$ cat src/rtl/audio_rx_array.sv
// Multi-lane I2S / left-justified audio receiver with a shared capture FSM and FWFT half-frame FIFO.
// Optional per-drop counter on drop_count enabled by defining AUDIO_RX_DROP_CNT_EN.
module audio_rx_array #(
   parameter int NUM_LANES  = 1,
   parameter int SAMPLE_W   = 24,
   parameter int OUT_W      = 16,
   parameter int FIFO_DEPTH = 8
) (
   input  logic                       clk,
   input  logic                       reset,
   input  logic                       enable,
   input  logic                       i2s_lj_,
   input  logic                       lrck,
   input  logic                       sclk,
   input  logic [NUM_LANES-1:0]       sdata,
   output logic [NUM_LANES*OUT_W-1:0] out_data,
   output logic                       out_right,
   output logic                       out_valid,
   input  logic                       out_ready,
   output logic                       ovfl,
   input  logic                       ovfl_clr,
   output logic [15:0]                drop_count
);

   localparam int CNT_W = $clog2(SAMPLE_W + 1);
   localparam int AW    = $clog2(FIFO_DEPTH);
   localparam int EW    = NUM_LANES * OUT_W + 1;
   localparam logic [CNT_W-1:0] LAST_BIT = CNT_W'(SAMPLE_W - 1);
   localparam logic [OUT_W-1:0] MSB_ONE  = OUT_W'(1) << (OUT_W - 1);

   typedef enum logic [1:0] {IDLE, DELAY, SHIFT, HOLD} state_t;

   // Places bit b at MSB-first position pos; positions past OUT_W fall off, which is the truncation.
   function automatic logic [OUT_W-1:0] place_bit(input logic [OUT_W-1:0] w,
                                                  input logic [CNT_W-1:0] pos,
                                                  input logic             b);
      logic [OUT_W-1:0] mask;
      mask = MSB_ONE >> pos;
      return b ? (w | mask) : (w & ~mask);
   endfunction

   logic                 lrck_p0, lrck_p1, lrck_p2;
   logic                 sclk_p0, sclk_p1, sclk_p2;
   logic [NUM_LANES-1:0] sdata_p0, sdata_p1;
   logic [1:0]           arm;
   logic                 armed, lrck_edge, sclk_rise;

   // Stage p0/p1: synchronisers; p2 holds the previous level for edge detection
   always_ff @(posedge clk) begin
      if (reset) begin
         {lrck_p0, lrck_p1, lrck_p2} <= '0;
         {sclk_p0, sclk_p1, sclk_p2} <= '0;
         sdata_p0 <= '0;
         sdata_p1 <= '0;
         arm      <= '0;
      end else begin
         {lrck_p0, lrck_p1, lrck_p2} <= {lrck, lrck_p0, lrck_p1};
         {sclk_p0, sclk_p1, sclk_p2} <= {sclk, sclk_p0, sclk_p1};
         sdata_p0 <= sdata;
         sdata_p1 <= sdata_p0;
         if (arm != 2'd3) arm <= arm + 2'd1;
      end
   end

   // Edges are ignored until the chain refills, so a high lrck at reset release is not a frame start.
   assign armed     = (arm == 2'd3);
   assign lrck_edge = armed && (lrck_p1 ^ lrck_p2);
   assign sclk_rise = armed && sclk_p1 && !sclk_p2;

   state_t                              state, next_state;
   logic   [CNT_W-1:0]                  cnt;
   logic   [NUM_LANES-1:0][OUT_W-1:0]   word_p0, word_nxt;
   logic                                chan_right;
   logic                                push, frame_start;

   always_comb begin
      next_state  = state;
      push        = 1'b0;
      frame_start = 1'b0;
      if (!enable) begin
         next_state = IDLE;
      end else begin
         if (lrck_edge) frame_start = 1'b1;
         case (state)
            IDLE, HOLD:
               if (lrck_edge) next_state = i2s_lj_ ? DELAY : SHIFT;
            DELAY:
               if (lrck_edge)      next_state = i2s_lj_ ? DELAY : SHIFT;
               else if (sclk_rise) next_state = SHIFT;
            SHIFT:
               if (lrck_edge) begin
                  push       = 1'b1;
                  next_state = i2s_lj_ ? DELAY : SHIFT;
               end else if (sclk_rise && cnt == LAST_BIT) begin
                  push       = 1'b1;
                  next_state = HOLD;
               end
            default: next_state = IDLE;
         endcase
      end
   end

   always_comb begin
      word_nxt = word_p0;
      if (state == SHIFT && sclk_rise && !lrck_edge)
         for (int l = 0; l < NUM_LANES; l++)
            word_nxt[l] = place_bit(word_p0[l], cnt, sdata_p1[l]);
   end

   always_ff @(posedge clk) begin
      if (reset) begin
         state <= IDLE;
         cnt   <= '0;
      end else begin
         state <= next_state;
         if (frame_start) cnt <= '0;
         else if (state == SHIFT && sclk_rise && cnt != LAST_BIT) cnt <= cnt + 1'b1;
      end
   end

   // Stage p0: lane words; cleared at each frame start so unreceived LSBs read as zero
   always_ff @(posedge clk) begin
      if (frame_start) begin
         word_p0    <= '0;
         chan_right <= i2s_lj_ ? lrck_p1 : ~lrck_p1;
      end else if (state == SHIFT && sclk_rise) begin
         word_p0 <= word_nxt;
      end
   end

   logic [EW-1:0] mem [FIFO_DEPTH];
   logic [AW:0]   wr_ptr, rd_ptr;
   logic          empty, full, pop, wr_en, drop;

   assign empty = (wr_ptr == rd_ptr);
   assign full  = (wr_ptr[AW] != rd_ptr[AW]) && (wr_ptr[AW-1:0] == rd_ptr[AW-1:0]);
   assign pop   = out_valid && out_ready;
   assign wr_en = push && (!full || pop);
   assign drop  = push && full && !pop;

   always_ff @(posedge clk) begin
      if (reset) begin
         wr_ptr <= '0;
         rd_ptr <= '0;
         ovfl   <= 1'b0;
      end else begin
         if (wr_en) wr_ptr <= wr_ptr + 1'b1;
         if (pop)   rd_ptr <= rd_ptr + 1'b1;
         if (drop)          ovfl <= 1'b1;
         else if (ovfl_clr) ovfl <= 1'b0;
      end
   end

   always_ff @(posedge clk) begin
      if (wr_en) mem[wr_ptr[AW-1:0]] <= {chan_right, word_nxt};
   end

   assign out_valid               = !empty;
   assign {out_right, out_data}   = empty ? '0 : mem[rd_ptr[AW-1:0]];

`ifdef AUDIO_RX_DROP_CNT_EN
   function automatic logic [15:0] sat_inc(input logic [15:0] v);
      return (v == 16'hFFFF) ? v : v + 16'd1;
   endfunction

   logic [15:0] drop_cnt_p0;

   // A drop coinciding with a clear still counts as the first drop of the new interval.
   always_ff @(posedge clk) begin
      if (reset)         drop_cnt_p0 <= '0;
      else if (ovfl_clr) drop_cnt_p0 <= drop ? 16'd1 : 16'd0;
      else if (drop)     drop_cnt_p0 <= sat_inc(drop_cnt_p0);
   end

   assign drop_count = drop_cnt_p0;
`else
   assign drop_count = '0;
`endif

endmodule
$ cat config.mk
export PLATFORM = sky130hd
export DESIGN_NAME = audio_rx_array
export DESIGN_NICKNAME = d
export VERILOG_FILES = /design/src/rtl/audio_rx_array.sv
export SDC_FILE = /design/constraint.sdc
export NUM_CORES = 1
export LEC_CHECK = 0
export ABC_AREA = 0
export CELL_PAD_IN_SITES_DETAIL_PLACEMENT = 0
export CELL_PAD_IN_SITES_GLOBAL_PLACEMENT = 1
export CORE_MARGIN = 10
export CORE_UTILIZATION = 55
export CTS_BUF_LIST = sky130_fd_sc_hd__clkbuf_8 sky130_fd_sc_hd__clkbuf_16
export CTS_CLUSTER_DIAMETER = 50
export CTS_CLUSTER_SIZE = 30
export DETAILED_ROUTE_END_ITERATION = 10
export HOLD_SLACK_MARGIN = 0.1
export PLACE_DENSITY_LB_ADDON = 0.2
export SYNTH_ARGS = -nofsm -noshare
export SYNTH_HDL_FRONTEND = slang
export SYNTH_SLANG_ARGS = --single-unit
$ cat constraint.sdc
create_clock -name clk -period 4.2 [get_ports clk]
set_clock_uncertainty 0.15 [all_clocks]
set_input_delay 0.63 -clock clk [delete_from_list [all_inputs] [get_ports clk]]
set_output_delay 0.63 -clock clk [all_outputs]
set_load 0.02 [all_outputs]
==> flow_summary.toml <==
[timing]
worstMarginPinSlew_ps = 1080
setup_ws_ps = 692
setup_tns_ps = 0
whs_ps = 289
fmax_mhz = 285
period_share_pct = 83.5
min_period_ps = 3510
drv_slew = 0
relSlewSlack_pct = 27.9
final-hold-violation-count = 0
rsz0062_at_grt = "false"
setup_violations = 0

[die]
start_util_pct = 56.0
dieHeight_um = 139
die_area_sq_um = 19300
ios = 44
core-area_sq_um = 13900
row_count = 43
die_w_um = 139

[pwr]
leakagePower_nw = 2.95
finalPower_mw = 3.54
ir_drop_mv = 0.227
power_density_nw_per_um2 = 405

[status]
run_status = "finished clean"

[setup_path]
critical_path_arrival_ps = 2730
path_buf_inv = 2
reg2regPathDepth = 5
r2r_setup_slack_ps = 1170
path_delay_family = "buffers and inverters"
r2r_start = "arm[0]"
critical_path_depth = 5
slowest_delay_ps = 590
worstSetupEndpointType = "output pin"
crit_required_ps = 3420
crit_fanout = 34
worstSetupStartpointType = "register"
critical_path_class = "reg2out"
path_cells = "buf_4, mux4_2, mux2i_1, nor2_1, clkdlybuf4s50_1"
reg2reg_to = "mem[1][13]"
crit_path_top_delay_cell = "mux4_2"

[logic_synthesis]
avgSynthCellArea_sq_um = 16.1
synthCells = 483
synth_ff_type = "edfxtp_1"
ys_types = 52
syn-cell-area_sq_um = 7770
yosys_warnings = 0
synth-edff-count = 137
seq_area_frac_synth_pct = 64.5
netlist.area_leader.share_pct = 52.9
ys_ff_latch = 182
synth-async-reset-ratio_pct = 0
yosysTopAreaCell = "edfxtp_1"
synthTopCellsByArea = "edfxtp_1 (53%), dfxtp_1 (12%), mux4_2 (9.9%)"

[min_path]
holdPathEnd = "lrck_p1"
worstHoldStart = "lrck_p0"
hp-class = "reg2reg"
whs_path_depth = 1

[clocking]
cts_hold_buf = 0
post_cts_resized = 0
numCtsBuffers = 17
cts_tree = "done"
cts.sinks = 182
cts_setup_buffers = 0
htree_levels = 4
clock_latency_ps = 420
clock_tree.root_cell = "clkbuf_16"
cts.clk_slew.worst_paths_ps = 60
clock_path_buffers = 2

[job]
drv_cap = 0

[route]
avgViaCountPerCell = 5.68
drc = 0
drt-initial-drc-count = 304
ant_nets = 0
num_vias = 3999
wirelength_um = 13800
wl_per_cell_um = 19.5
drtPass1Iterations = 5

[global_route]
grt_first_pass_wirelength_um = 22600
first_global_vias = 4042
grt_antenna_before_repair = 0
grt_max_degree = 35
overflow = 0
grt_use_total_pct = 14.9

[placement]
dpl_cell_area_sq_um = 8150
gp_congestion = 0.817
dp_slack_ps = 899
place_hpwl_um = 8900
io_buffers = 27
dp.cells = 672

[final_layout]
multi_input_area_sq_um = 2540
n_antenna_cell = 0
layout.nets = 531
fillerInstances = 1004
utilization_pct = 62.9
register_area_sq_um = 5020
finalInstanceArea_sq_um = 8740
final_common_cell = "edfxtp_1"
areaGrowthSynthToFinish_pct = 12.4
drive_above_1_share_pct = 19.1
final_cell_mix = "edfxtp_1 (137), dfxtp_1 (44), mux2i_1 (37)"
fin_cells = 704
-- synth_stat cells, types with 3 or more instances --
cell type and number:
mux2_2 12, and4b_1 3, buf_2 9, nand2b_1 5, inv_1 8, nand3_1 11
nand3b_1 3, mux2_1 6, mux4_2 34, clkbuf_1 11, nor2b_1 12, nand4_1 6
o21ai_0 3, nor2_1 29, nand3_2 6, nand2_1 20, dfxtp_1 45, xnor2_1 4
buf_4 17, ha_1 11, or3_1 3, xor2_1 6, nor3_1 7, mux2i_1 37
edfxtp_1 137, a21oi_1 6
-- metal layers --
metal	vias up	global-route usage, %	share of wire, %
met5	-	0	0
met4	0	5.05	1.2
met3	13	3.97	4.4
met2	82	22.4	48
met1	2039	20.3	47
li1	1865	-	-
-- sequential cells by signal, summed over array words and instances, names as in the netlist, named ones only --
signal,cells
arm,2
chan_right,1
cnt,5
lrck_p0,1
lrck_p1,1
lrck_p2,1
mem,136
ovfl,1
rd_ptr,4
sclk_p0,1
sclk_p1,1
sclk_p2,1
sdata_p0,1
sdata_p1,1
state,2
word_p0,16
wr_ptr,4
-- power breakdown --
part | switching (mW) | internal, mW | leakage (nW) | total, mW
clock network | 0.635 | 0.927 | 0.279 | 1.56
registers | 0.00648 | 1.92 | 1.60 | 1.92
logic | 0.0352 | 0.0200 | 1.07 | 0.0551
-- cell type report --
| class | count | area share (%) |
|---|---|---|
| clock buffer | 17 | 4.87 |
| multi-input combinational | 267 | 29.1 |
| timing repair buffer | 35 | 3.78 |
| sequential | 182 | 57.4 |
| inverter | 8 | 0.344 |
| tap | 180 | 2.58 |
| clock inverter | 15 | 1.90 |
-- cells by family (layout without fill, tap and decap cells) --
kind of cell / after synthesis / count (layout) / share of synthesized area (%)
DFF: 182 / 182 / 64.5
and+or+nand+nor: 120 / 120 / 9.10
muxes: 91 / 91 / 17.6
buffers and inverters: 49 / 75 / 3.53
AOI/OAI and AO/OA: 18 / 18 / 1.92
adders and majority gates: 11 / 11 / 1.77
xor gates and xnor gates: 11 / 11 / 1.48
other: 1 / 16 / 0.0483
-- worst max path at each step --
stage / startpoint / to / slack [ps]
6_report: register / out_data[8] / 690
5_1_grt: register / out_data[12] / 500
4_1_cts: register / out_data[8] / 600
3_5_place_dp: out_ready / mem[1][13] / 900
3_3_place_gp: out_ready / mem[5][10] / 1000
2_1_floorplan: arm[0] / wr_ptr[3] / 1720
(Power assumes the default switching activity.)
